**config.mk**
```make
export PLATFORM = sky130hd
export DESIGN_NAME = sync_fifo_flat
export DESIGN_NICKNAME = d
export VERILOG_FILES = /design/src/rtl/sync_fifo_pkg.sv /design/src/rtl/dti.sv /design/src/rtl/sync_fifo_ram.sv /design/src/rtl/sync_fifo.sv /design/src/flat_wrapper.sv
export SDC_FILE = /design/constraint.sdc
export NUM_CORES = 1
export LEC_CHECK = 0
export ABC_CLOCK_PERIOD_IN_PS = 3800
export BUFFER_PORTS_ARGS = -buffer_cell sky130_fd_sc_hd__buf_2
export CAP_MARGIN = 25
export CORE_ASPECT_RATIO = 1.5
export CORE_MARGIN = 8
export CORE_UTILIZATION = 55
export CTS_BUF_LIST = sky130_fd_sc_hd__clkbuf_8 sky130_fd_sc_hd__clkbuf_16
export CTS_CLUSTER_DIAMETER = 30
export DETAILED_ROUTE_END_ITERATION = 7
export PLACE_DENSITY = 0.76
export SLEW_MARGIN = 40
export SYNTH_ARGS = -nofsm -noshare
export SYNTH_HDL_FRONTEND = slang
export SYNTH_SLANG_ARGS = --single-unit
```
**constraint.sdc**
```tcl
create_clock -name clk -period 3.8 [get_ports clk]
set_input_delay 0.76 -clock clk [delete_from_list [all_inputs] [get_ports clk]]
set_output_delay 0.76 -clock clk [all_outputs]
set_load 0.03 [all_outputs]
```
**src/rtl/sync_fifo_pkg.sv**
```systemverilog
// sync_fifo_pkg -- shared constants, types and helpers for the sync_fifo block.
//   MIN_DEPTH / MAX_DEPTH : legal range of the DEPTH parameter (powers of two)
//   ptr_width()           : pointer width for a given depth (one extra wrap bit)
//   occupancy_t           : occupancy value wide enough for the largest legal FIFO
package sync_fifo_pkg;

  localparam int MIN_DEPTH = 2;
  localparam int MAX_DEPTH = 256;

  // The extra MSB lets equal low bits mean either "empty" or "full".
  function automatic int ptr_width(input int depth);
    return $clog2(depth) + 1;
  endfunction

  typedef logic [$clog2(MAX_DEPTH):0] occupancy_t;

endpackage

```
**src/rtl/dti.sv**
```systemverilog
// dti -- valid/ready data stream interface.
//   data  : payload, W bits
//   valid : producer has a word on data
//   ready : consumer accepts the word this cycle
// A transfer happens on a clock edge where valid && ready.
interface dti #(
  parameter int W = 8
);
  logic [W-1:0] data;
  logic         valid;
  logic         ready;

  modport producer (output data, output valid, input ready);
  modport consumer (input data, input valid, output ready);
endinterface

```
**src/rtl/sync_fifo_ram.sv**
```systemverilog
// sync_fifo_ram -- DEPTH x WIDTH storage for sync_fifo.
//   clk     : write clock
//   i_we    : write enable, sampled on rising clk
//   i_waddr : write address
//   i_wdata : write data
//   i_raddr : read address (asynchronous read)
//   o_rdata : read data, combinational from i_raddr
// Contents are deliberately not reset.
module sync_fifo_ram #(
  parameter int DEPTH = 4,
  parameter int WIDTH = 8,
  parameter int AW    = $clog2(DEPTH)
) (
  input  logic             clk,
  input  logic             i_we,
  input  logic [AW-1:0]    i_waddr,
  input  logic [WIDTH-1:0] i_wdata,
  input  logic [AW-1:0]    i_raddr,
  output logic [WIDTH-1:0] o_rdata
);

  logic [WIDTH-1:0] r_mem [DEPTH];

  // Synchronous write port.
  always_ff @(posedge clk) begin
    if (i_we) begin
      r_mem[i_waddr] <= i_wdata;
    end
  end

  assign o_rdata = r_mem[i_raddr];

endmodule

```
**src/rtl/sync_fifo.sv**
```systemverilog
// sync_fifo -- synchronous valid/ready FIFO, DEPTH entries, no fall-through.
//   clk   : clock, all state on rising edge
//   rst   : synchronous active-high reset (clears pointers, not storage)
//   din   : upstream stream (dti consumer); din.ready = !full
//   dout  : downstream stream (dti producer); dout.valid = !empty
//   level : occupancy, only when SYNC_FIFO_LEVEL_EN is defined
// Optional feature macro: SYNC_FIFO_LEVEL_EN adds the registered level counter.
module sync_fifo
  import sync_fifo_pkg::*;
#(
  parameter int DEPTH = 4
) (
  input  logic                            clk,
  input  logic                            rst,
  dti.consumer                            din,
  dti.producer                            dout
`ifdef SYNC_FIFO_LEVEL_EN
  ,
  output logic [ptr_width(DEPTH)-1:0]     level
`endif
);

  localparam int PTR_W = ptr_width(DEPTH);
  localparam int AW    = PTR_W - 1;
  localparam int W     = $bits(din.data);
  localparam int W_OUT = $bits(dout.data);
  localparam logic [PTR_W-1:0] PTR_ZERO = PTR_W'(0);
  localparam logic [PTR_W-1:0] PTR_INC  = PTR_W'(1);

  if ((DEPTH < MIN_DEPTH) || (DEPTH > MAX_DEPTH) || ((DEPTH & (DEPTH - 1)) != 0)) begin : g_bad_depth
    $error("sync_fifo: DEPTH %0d is not a power of two in [%0d, %0d]", DEPTH, MIN_DEPTH, MAX_DEPTH);
  end
  if (W != W_OUT) begin : g_bad_width
    $error("sync_fifo: din width %0d differs from dout width %0d", W, W_OUT);
  end

  logic [PTR_W-1:0] r_wr_ptr;
  logic [PTR_W-1:0] r_rd_ptr;
  logic             w_full;
  logic             w_empty;
  logic             w_wr_en;
  logic             w_rd_en;
  logic [W-1:0]     w_rdata;

  // Same address with opposite wrap bits means the writer lapped the reader.
  assign w_empty = (r_wr_ptr == r_rd_ptr);
  assign w_full  = (r_wr_ptr[AW-1:0] == r_rd_ptr[AW-1:0]) && (r_wr_ptr[AW] != r_rd_ptr[AW]);

  // Handshakes depend only on registered pointers; a read while full does not
  // open the write side until the next cycle.
  assign w_wr_en    = din.valid && !w_full;
  assign w_rd_en    = !w_empty && dout.ready;
  assign din.ready  = !w_full;
  assign dout.valid = !w_empty;
  assign dout.data  = w_rdata;

  // Pointer registers, wrapping naturally modulo 2*DEPTH.
  always_ff @(posedge clk) begin
    if (rst) begin
      r_wr_ptr <= PTR_ZERO;
      r_rd_ptr <= PTR_ZERO;
    end else begin
      if (w_wr_en) begin
        r_wr_ptr <= r_wr_ptr + PTR_INC;
      end
      if (w_rd_en) begin
        r_rd_ptr <= r_rd_ptr + PTR_INC;
      end
    end
  end

  sync_fifo_ram #(
    .DEPTH (DEPTH),
    .WIDTH (W),
    .AW    (AW)
  ) u_ram (
    .clk     (clk),
    .i_we    (w_wr_en),
    .i_waddr (r_wr_ptr[AW-1:0]),
    .i_wdata (din.data),
    .i_raddr (r_rd_ptr[AW-1:0]),
    .o_rdata (w_rdata)
  );

`ifdef SYNC_FIFO_LEVEL_EN
  logic [PTR_W-1:0] r_level;

  // Occupancy counter tracking wr_ptr - rd_ptr.
  always_ff @(posedge clk) begin
    if (rst) begin
      r_level <= PTR_ZERO;
    end else begin
      case ({w_wr_en, w_rd_en})
        2'b10:   r_level <= r_level + PTR_INC;
        2'b01:   r_level <= r_level - PTR_INC;
        default: r_level <= r_level;
      endcase
    end
  end

  assign level = r_level;
`endif

endmodule

```
**src/flat_wrapper.sv**
```systemverilog
// flat-port wrapper written by rule: the top's interface ports become plain ports
module sync_fifo_flat import sync_fifo_pkg::*;
#(
  parameter int DEPTH = 4
)
  (clk, rst, din_data, din_valid, din_ready, dout_data, dout_valid, dout_ready);
  dti #(.W(8)) din_i ();
  dti #(.W(8)) dout_i ();
  input  logic clk;
  input  logic rst;
  input wire logic [$bits(din_i.data)-1:0] din_data;
  input wire logic [$bits(din_i.valid)-1:0] din_valid;
  output wire logic [$bits(din_i.ready)-1:0] din_ready;
  output wire logic [$bits(dout_i.data)-1:0] dout_data;
  output wire logic [$bits(dout_i.valid)-1:0] dout_valid;
  input wire logic [$bits(dout_i.ready)-1:0] dout_ready;
  assign din_i.data = din_data;
  assign din_i.valid = din_valid;
  assign din_ready = din_i.ready;
  assign dout_data = dout_i.data;
  assign dout_valid = dout_i.valid;
  assign dout_i.ready = dout_ready;
  sync_fifo #(.DEPTH(DEPTH)) u_core (.clk(clk), .rst(rst), .din(din_i), .dout(dout_i));
endmodule
```
== After elaboration in Yosys (flattened, before gate mapping) ==
Memories as Yosys holds them, arrays and structs flattened. A register that Yosys moved wholly into a read port is not among the register bits.
Cells that the tools add are included.
Word-level totals
  register bits after elaboration: 6
  memory bits (writable): 32
  input port bits: 12
  output and inout bits: 10
  logic and storage cells: 17
  memories: 1
Memories
  u_core.u_ram.r_mem: words 4, bits a word 8, rd ports 1, clocked after memory_dff 1, write ports 1, RTL line sync_fifo_ram.sv:22  | logic [WIDTH-1:0] r_mem [DEPTH];
Cells by class
  add/sub/neg operators: 2
  equal/unequal tests: 3
  mux-type cells: 4
  reductions and logical operators: 5
Operator list (number)
  adder 3 x 1 -> 3 bit, second input constant: 2
  two-way mux 2 bit: 2
  equality test 3 bit: 1
  logical AND 1 bit: 3
  equality test 2 bit: 1
  zero test 1 bit: 2
  two-way mux 1 bit: 2
  inequality test 1 bit: 1

== Depth between registers and ports, before layout ==
Gate-level depths: netlist (run 1).
  depth in word-level cells: 6
  gate-level depth with buffers: 5
  gate-level depth less buffers: 4

== Cells and area by module ==
A second synthesis (run 1) with hierarchy kept.
Second synthesis, totals
  cell total of the unflattened synthesis: 104
  area, all modules: 1644.1 um^2
By module, submodules not included
  sync_fifo_ram: instances 1, cells each 46, area each 1188.6 um^2, seq. area each 960.9 um^2
  sync_fifo: instances 1, cells each 58, area each 455.4 um^2, seq. area each 120.1 um^2

== Least setup slack after synthesis (run 1) ==
OpenSTA, ideal clock, no wires.
  kind: flip-flop to output port
  start: reg with a tool-made name
  end: out dout_data[0]
  arrival time: 1153 ps
  required time: 3040 ps
  path slack: 1887 ps
  cell stages (with the launch flop): 3
  path buffers: 1
  cells stage by stage: dfxtp_1 -> buf_2 -> mux4_2
RTL lines
  to (decl): RTL line flat_wrapper.sv:14  | output wire logic [$bits(dout_i.data)-1:0] dout_data;

==> results.md, run 1 <==
* NumNets Final at 152
* Worst vdd ir at around 0.52 mV
* Final Cycle Share at 0.647
* Largest net degree at the start of global routing at 13
* Cell Rows at 25
* Util after Layout at 0.642
* Status: finished, final reports clean
* Worst Hold Class: flop to flop
* Synth cell types at 25
* DIE AREA at roughly 0.0052 mm^2
* Setup-failing EPs final at 0
* Final ANT Viol Nets at 0
* Post-DR vias/cell at 5.87
* Yosys warns at 0
* Critical Path, Cell by Cell: mux4_2 > buf_2
* Switching Power at about 530 uW
* H-tree depth at 2
* Syn nets at about 130
* Mapped cell area at about 0.0017 mm^2
* Worst Hold Launch: u_core.r_wr_ptr[2]
* Crit-path leading delay family: flip-flops
* Number of max-cap violations at 0
* Synthesized instance count at approximately 110
* Pre-Repair DR Iteration Count at 4
* Post-synthesis xor/xnor area fraction at 0.0307
* Worst path depth at 2
* Power Total at 1490 uW
* Global-route wire length before repair at roughly 5.2 mm
* Worst skew pair latency at about 0.28 ns
* Synth Area in Simple Gates at 0.0915
* Internal power at between 900 and 1000 uW
* Pwr dens at 758 mW/mm^2
* Final Critical Period at about 2.5 ns
* Area grow syn2layout at 15.1%
* Crit end category: output port
* Min-Delay Path Depth at 2
* Reg2Reg Depth at 3
* Postcts setup bufs at 0
* Largest family of logic cells by synthesized area: multiplexers
* Critical path class: flop to output port
* RSZ-0062 raised after global routing: no
* Vias in the first global route at around 1100
* Compound-Gate Fraction of Synth Area at 0.0608
* Placement Cell Area at approximately 0.0019 mm^2
* Worst Skew at 0.00451 ns
* Crit-path max cell delay at 0.65 ns
* Routed Wire Length at between 3 and 4 mm
* DP HPWL at 2.20 mm
* Post-synthesis mux area share at 0.105
* Total GRT Usage at 0.135
* Sequential power share at 0.430
* Hold Vio Cnt, Final at 0
* Mean Syn Cell Area at 15.4 um^2
* Worst Setup Slack, final at between 1 and 1.5 ns
* Crit path max fanout at 8
* Share of cells above drive strength 1 at 0.272
* Crit path required time at between 3 and 4 ns
* Input/output buffers at 21
* Post-CTS sizing at 0
* Worst path bufs/invs at 1
* Clk buf depth at 2
* Clock transition at path regs at 0.07 ns
* Maximum clock frequency at roughly 410 MHz
* DRC errors left at 0
* Core footprint at just over 0.003 mm^2
* Die Width at roughly 62 um
* Io pins at 22
* DR iter-0 viols at 37
* Reg2reg start: u_core.r_wr_ptr[0]
* Final design area excluding fillers at around 0.0020 mm^2
* Sw frac at 0.358
* CTS Buf Count at 5
* Clock Tree Root: clkbuf_8
* Place WS at ~1.6 ns
* DIE HEIGHT at approximately 84 um
* WL per Instance at between 15 and 20 um
* Initial antenna violation count at 0
* Setup_tns at 0 ns
* Synth Register Bits at 40
* CTS Hold Buffers Added at 0
* Worst-Margin Slew at ~0.65 ns
* Synth Area in Adders at 0.0366
* Logic pwr share at 0.338
* Max-slew headroom at 0.563
* Slew Limit Fails at 0
* Gpl congestion at 0.773
* Clock network power share at 0.231
* Crit-path slowest cell: dfxtp_1
* Routed vias at 1033
* Initial Utilization at 0.558
* Grt total ovfl at 0
* Seq/Total Area, Yosys at 0.656
* Worst setup SP type: flop
* CTS tree: built
* ANT cells at 0
* Critical Path AT at roughly 1.7 ns
* P_leak at 0.000691 uW
* Clock Sinks at 40
-- worst register-to-register path: cells and delay by family, from the launching register on --
| kind | cells | cell delay [ns] |
|---|---|---|
| compound gates | 1 | 0.53 |
| xor+xnor | 1 | 0.42 |
| flops | 1 | 0.50 |
| simple gates | 1 | 0.17 |
-- registers in the layout, indices dropped and copies added (netlist names), named ones only --
signal and cells:
u_core.r_rd_ptr 3, u_core.u_ram.r_mem 32, u_core.r_wr_ptr 3
-- worst paths after layout --
| path | to | slack (ns) |
|---|---|---|
| worst max-delay path | dout_data[1] | 1.34 |
| worst min-delay path | u_core.r_wr_ptr[2] | 0.55 |
| worst max register to register | u_core.u_ram.r_mem[3][1] | 1.82 |
| worst min register to register | u_core.r_wr_ptr[2] | 0.55 |
-- power groups by stage --
stage / Sequential (uW) / Clock [uW] / Combinational, uW
final: 641 / 345 / 504
after global routing: 658 / 365 / 545
after CTS: 643 / 352 / 508
after detailed placement: 651 / 0 / 506
after global placement: 644 / 0 / 485
after floorplan: 598 / 0 / 416
-- layout make-up --
class / instances / area, um^2
clock inverters: 2 / 33.8
inverters: 4 / 15.0
multi-input cells: 63 / 559
well taps: 40 / 50.0
repair buffers: 21 / 105
flip-flops and latches: 40 / 1120
clock buffers: 6 / 82.6
fillers: 262 / 1100
-- per-stage QoR --
stage | hold WS, ns | instances
3_5_place_dp | 0.536 | 168
3_3_place_gp | 0.520 | 168
2_1_floorplan | 0.501 | 111
6_report | 0.554 | 176
4_1_cts | 0.547 | 176
5_1_grt | 0.588 | 176
-- synthesized netlist by cell type (all sizes together) --
master | instances | share of area
edfxtp | 32 | 0.56
dfxtp | 8 | 0.094
mux4 | 8 | 0.11
nand2 | 6 | 0.013
nand3 | 6 | 0.018
ha | 5 | 0.037
inv | 4 | 0.0088
nand4 | 4 | 0.015
nor3b | 4 | 0.018
o21ai | 4 | 0.012
a21oi | 3 | 0.0088
a31oi | 3 | 0.011
and2 | 3 | 0.011
buf | 3 | 0.0081
xnor2 | 3 | 0.015
xor2 | 3 | 0.015
a211o | 2 | 0.010
a41oi | 2 | 0.010
nor2b | 2 | 0.0073
o211ai | 2 | 0.0088
and3 | 1 | 0.0037
clkbuf | 1 | 0.0022
nor2 | 1 | 0.0022
or4 | 1 | 0.0044
-- placed cells by master, fill, tap and decap left out, types with 4 or more instances in the layout --
cell	netlist	final
buf_2	2	21
clkbuf_8	0	6
dfxtp_1	8	8
edfxtp_1	32	32
ha_1	5	5
inv_1	4	4
mux4_2	8	8
nand2_1	6	6
nand3_1	6	6
nand4_1	4	4
nor3b_1	4	4
o21ai_0	4	4
-- kinds of logic after synthesis --
group,after synthesis
adder cells (fa/ha/maj),5
XOR/XNOR,6
multiplexers,8
flip-flops,40
AO/OA/AOI/OAI,16
AND/OR/NAND/NOR,28
buffers and inverters,8
-- routing by layer --
metal  wire length (um)  GRT usage
met2               1640      0.224
met1               1260      0.146
met4                 77     0.0750
met3                132     0.0336
met5                  0          0
Power figures use the tool's default switching activity.
==> run 2: changes to the inputs <==
--- a/config.mk
+++ b/config.mk
@@ -5,7 +5,8 @@
 export SDC_FILE = /design/constraint.sdc
 export NUM_CORES = 1
 export LEC_CHECK = 0
-export ABC_CLOCK_PERIOD_IN_PS = 3800
+export ABC_AREA = 1
+export ABC_CLOCK_PERIOD_IN_PS = 2500
 export BUFFER_PORTS_ARGS = -buffer_cell sky130_fd_sc_hd__buf_2
 export CAP_MARGIN = 25
 export CORE_ASPECT_RATIO = 1.5
@@ -14,7 +15,7 @@
 export CTS_BUF_LIST = sky130_fd_sc_hd__clkbuf_8 sky130_fd_sc_hd__clkbuf_16
 export CTS_CLUSTER_DIAMETER = 30
 export DETAILED_ROUTE_END_ITERATION = 7
-export PLACE_DENSITY = 0.76
+export PLACE_DENSITY = 0.77
 export SLEW_MARGIN = 40
 export SYNTH_ARGS = -nofsm -noshare
 export SYNTH_HDL_FRONTEND = slang
==> constraint.sdc (replaced) <==
create_clock -name clk -period 2.5 [get_ports clk]
set_input_delay 0.5 -clock clk [delete_from_list [all_inputs] [get_ports clk]]
set_output_delay 0.5 -clock clk [all_outputs]
set_load 0.03 [all_outputs]
==> run 2 against run 1 <==
- register-to-register slack got worse by 0.85 ns
- clock skew down 0.0022 ns
- design area decreased by 1.5%
- highest routed layer unchanged
==> results.md, run 2 <==
* Reg-to-reg setup timing slack at ~0.97 ns
* CTS Buf Count at 5
* Critical Path AT at roughly 1.7 ns
* CTS Hold Buffers Added at 0
* Largest net degree at the start of global routing at 18
* Cell Rows at 24
* P_leak at around 0.00079 uW
* Max reg flops at 32
* FF+latch area at roughly 0.0011 mm^2
* Pre-Repair DR Iteration Count at 4
* DRC errors left at 0
* Initial antenna violation count at 0
* Multi-input logic area at 473 um^2
* Crit path required time at about 2.0 ns
* Vias in the first global route at around 1200
* Crit path max fanout at 17
* Clock Sinks at 40
* Reg2Reg Depth at 7
* Syn nets at between 150 and 200
* Clk buf depth at 2
* Routed Wire Length at around 3.0 mm
* Hold Slack at approximately 0.42 ns
* Routed vias at roughly 1100
* Input/output buffers at 21
* Mapped cell area at approximately 0.0017 mm^2
* NumNets Final at 196
* Total GRT Usage at 0.131
* Filler instances at 239
* Final Cycle Share at 0.878
* Top reg by flops: u_core.u_ram.r_mem
* DR iter-0 viols at 54
* Largest registers: u_core.u_ram.r_mem (32), u_core.r_rd_ptr (3), u_core.r_wr_ptr (3)
* Post-DR vias/cell at 5.18
* Yosys warns at 0
* Area grow syn2layout at 15.5%
* Clock transition at path regs at approximately 0.07 ns
* DIE AREA at between 0.005 and 0.006 mm^2
* Most common cell after layout, fill and taps aside: edfxtp_1
* Reg2reg start: u_core.r_wr_ptr[0]
* Core footprint at roughly 0.003 mm^2
* Largest area contributor in the netlist: edfxtp_1
* Synthesized instance count at 150
* Largest cells by area after synthesis: edfxtp_1 57%, dfxtp_1 9.6%, nor2_1 5.8%
* Worst Hold Class: input pin to flop
* Worst Hold Launch: din_data[0]
* Post-synth top cells: 32 x edfxtp_1, 26 x nor2_1, 20 x nand2_1
* Final ANT Viol Nets at 0
* Grt total ovfl at 0
* ANT cells at 0
* Worst setup SP type: flop
* DP HPWL at between 2 and 2.5 mm
* Pwr dens at between 700 and 800 mW/mm^2
* Status: finished, final reports clean
* Commonest cells after routing, fill and taps aside: 32 x edfxtp_1, 26 x nor2_1, 21 x buf_2
* Min-Delay Path Depth at 1
* Crit end category: output port
* Worst vdd ir at approximately 0.48 mV
* Worst-Margin Slew at around 0.54 ns
* Synth Register Bits at 40
* Post-CTS sizing at 0
* Count leader, synth: edfxtp_1
* DIE HEIGHT at 83.6 um
* WL per Instance at about 14 um
* Io pins at 22
* Share of flip-flops with an asynchronous set or reset at 0
* Global-route wire length before repair at approximately 5.0 mm
* Slew Limit Fails at 0
* Clock Tree Root: clkbuf_8
* Setup_tns at 0 ns
* RSZ-0062 raised after global routing: no
* Count of flip-flops with a built-in enable after synthesis at 32
* CTS tree: built
* Worst skew pair latency at 0.29 ns
* Synth Flop Type: edfxtp_1
* Number of max-cap violations at 0
* Share of cells above drive strength 1 at 0.200
* Postcts setup bufs at 0
* Hold Path End: u_core.u_ram.r_mem[1][0]
* Worst Skew at 0.00230 ns
* Critical path class: flop to output port
* Die Width at between 60 and 70 um
* Max-slew headroom at 0.640
* RR Endpoint: u_core.u_ram.r_mem[2][4]
* Maximum clock frequency at 456 MHz
* Mean Syn Cell Area at around 11 um^2
* Final Critical Period at about 2.2 ns
* Hold Vio Cnt, Final at 0
* Seq/Total Area, Yosys at 0.669
* Setup-failing EPs final at 0
* Initial Utilization at 0.576
* Share of the synthesized area in the top cell type at 0.573
* H-tree depth at 2
* Gpl congestion at 0.786
* Synth cell types at 15
## run 2: cell count changes in the layout (fill, tap and decap cells not counted), moves of 4 or more
cell	previous run	this run
nor2_1	1	26
nand2_1	6	20
inv_1	4	17
o21ai_0	4	16
mux4_2	8	0
o22ai_1	0	8
a21oi_1	2	6
nand4_1	4	0
nor3b_1	4	0
## run 2: stage by stage
step	cells	total power (uW)	setup slack, ns	instance area [um^2]	utilization
after floorplan	150	1010	0.838	1680	-
after global placement	211	1080	0.701	1830	0.630
after detailed placement	211	1100	0.585	1830	0.630
after CTS	219	1550	0.272	1940	0.665
after global routing	219	1610	0.0875	1940	0.665
final	219	1540	0.305	1940	0.665
## run 2: worst max-delay path, cell delays in order (launching register included)
cell     delay (ns)
dfxtp_1        0.66
inv_2          0.24
o21ai_0        0.23
o22ai_1        0.09
buf_2          0.18
## run 2: area by class of cell
cell class | instances | share of cell area
sequential | 40 | 0.579
inverter | 17 | 0.0329
multi-input combinational | 91 | 0.244
tap | 39 | 0.0252
clock inverter | 2 | 0.00452
timing repair buffer | 24 | 0.0659
clock buffer | 6 | 0.0484
## run 2: layer usage
metal | track usage | up-vias | wire length (um)
li1 | - | 572 | -
met2 | 0.217 | 34 | 1590
met5 | 0 | - | 0
met4 | 0.0704 | 0 | 56
met3 | 0.0556 | 5 | 232
met1 | 0.129 | 523 | 1120
## run 2: report_power, final
part           leakage, uW  switching [uW]  internal, uW
registers         0.000360            33.5           758
logic             0.000369             204          88.4
clock network    0.0000575             205           251
## run 2: how the worst max path moves through the flow
stage / to / startpoint / cells after the start
floorplan: dout_data[4] / flop / 3
global placement: dout_data[3] / flop / 4
detailed placement: dout_data[4] / flop / 4
CTS: dout_data[4] / flop / 4
global route: dout_data[4] / flop / 4
finish: dout_data[4] / flop / 4
## run 2: cell families (layout without fill, tap and decap cells)
| logic type | Yosys count | count (layout) | synth area share |
|---|---|---|---|
| buffers and inverters | 19 | 49 | 0.0493 |
| DFF | 40 | 40 | 0.669 |
| AOI/OAI and AO/OA | 30 | 30 | 0.0955 |
| and+or+nand+nor | 56 | 56 | 0.149 |
| adders and majority gates | 5 | 5 | 0.0373 |
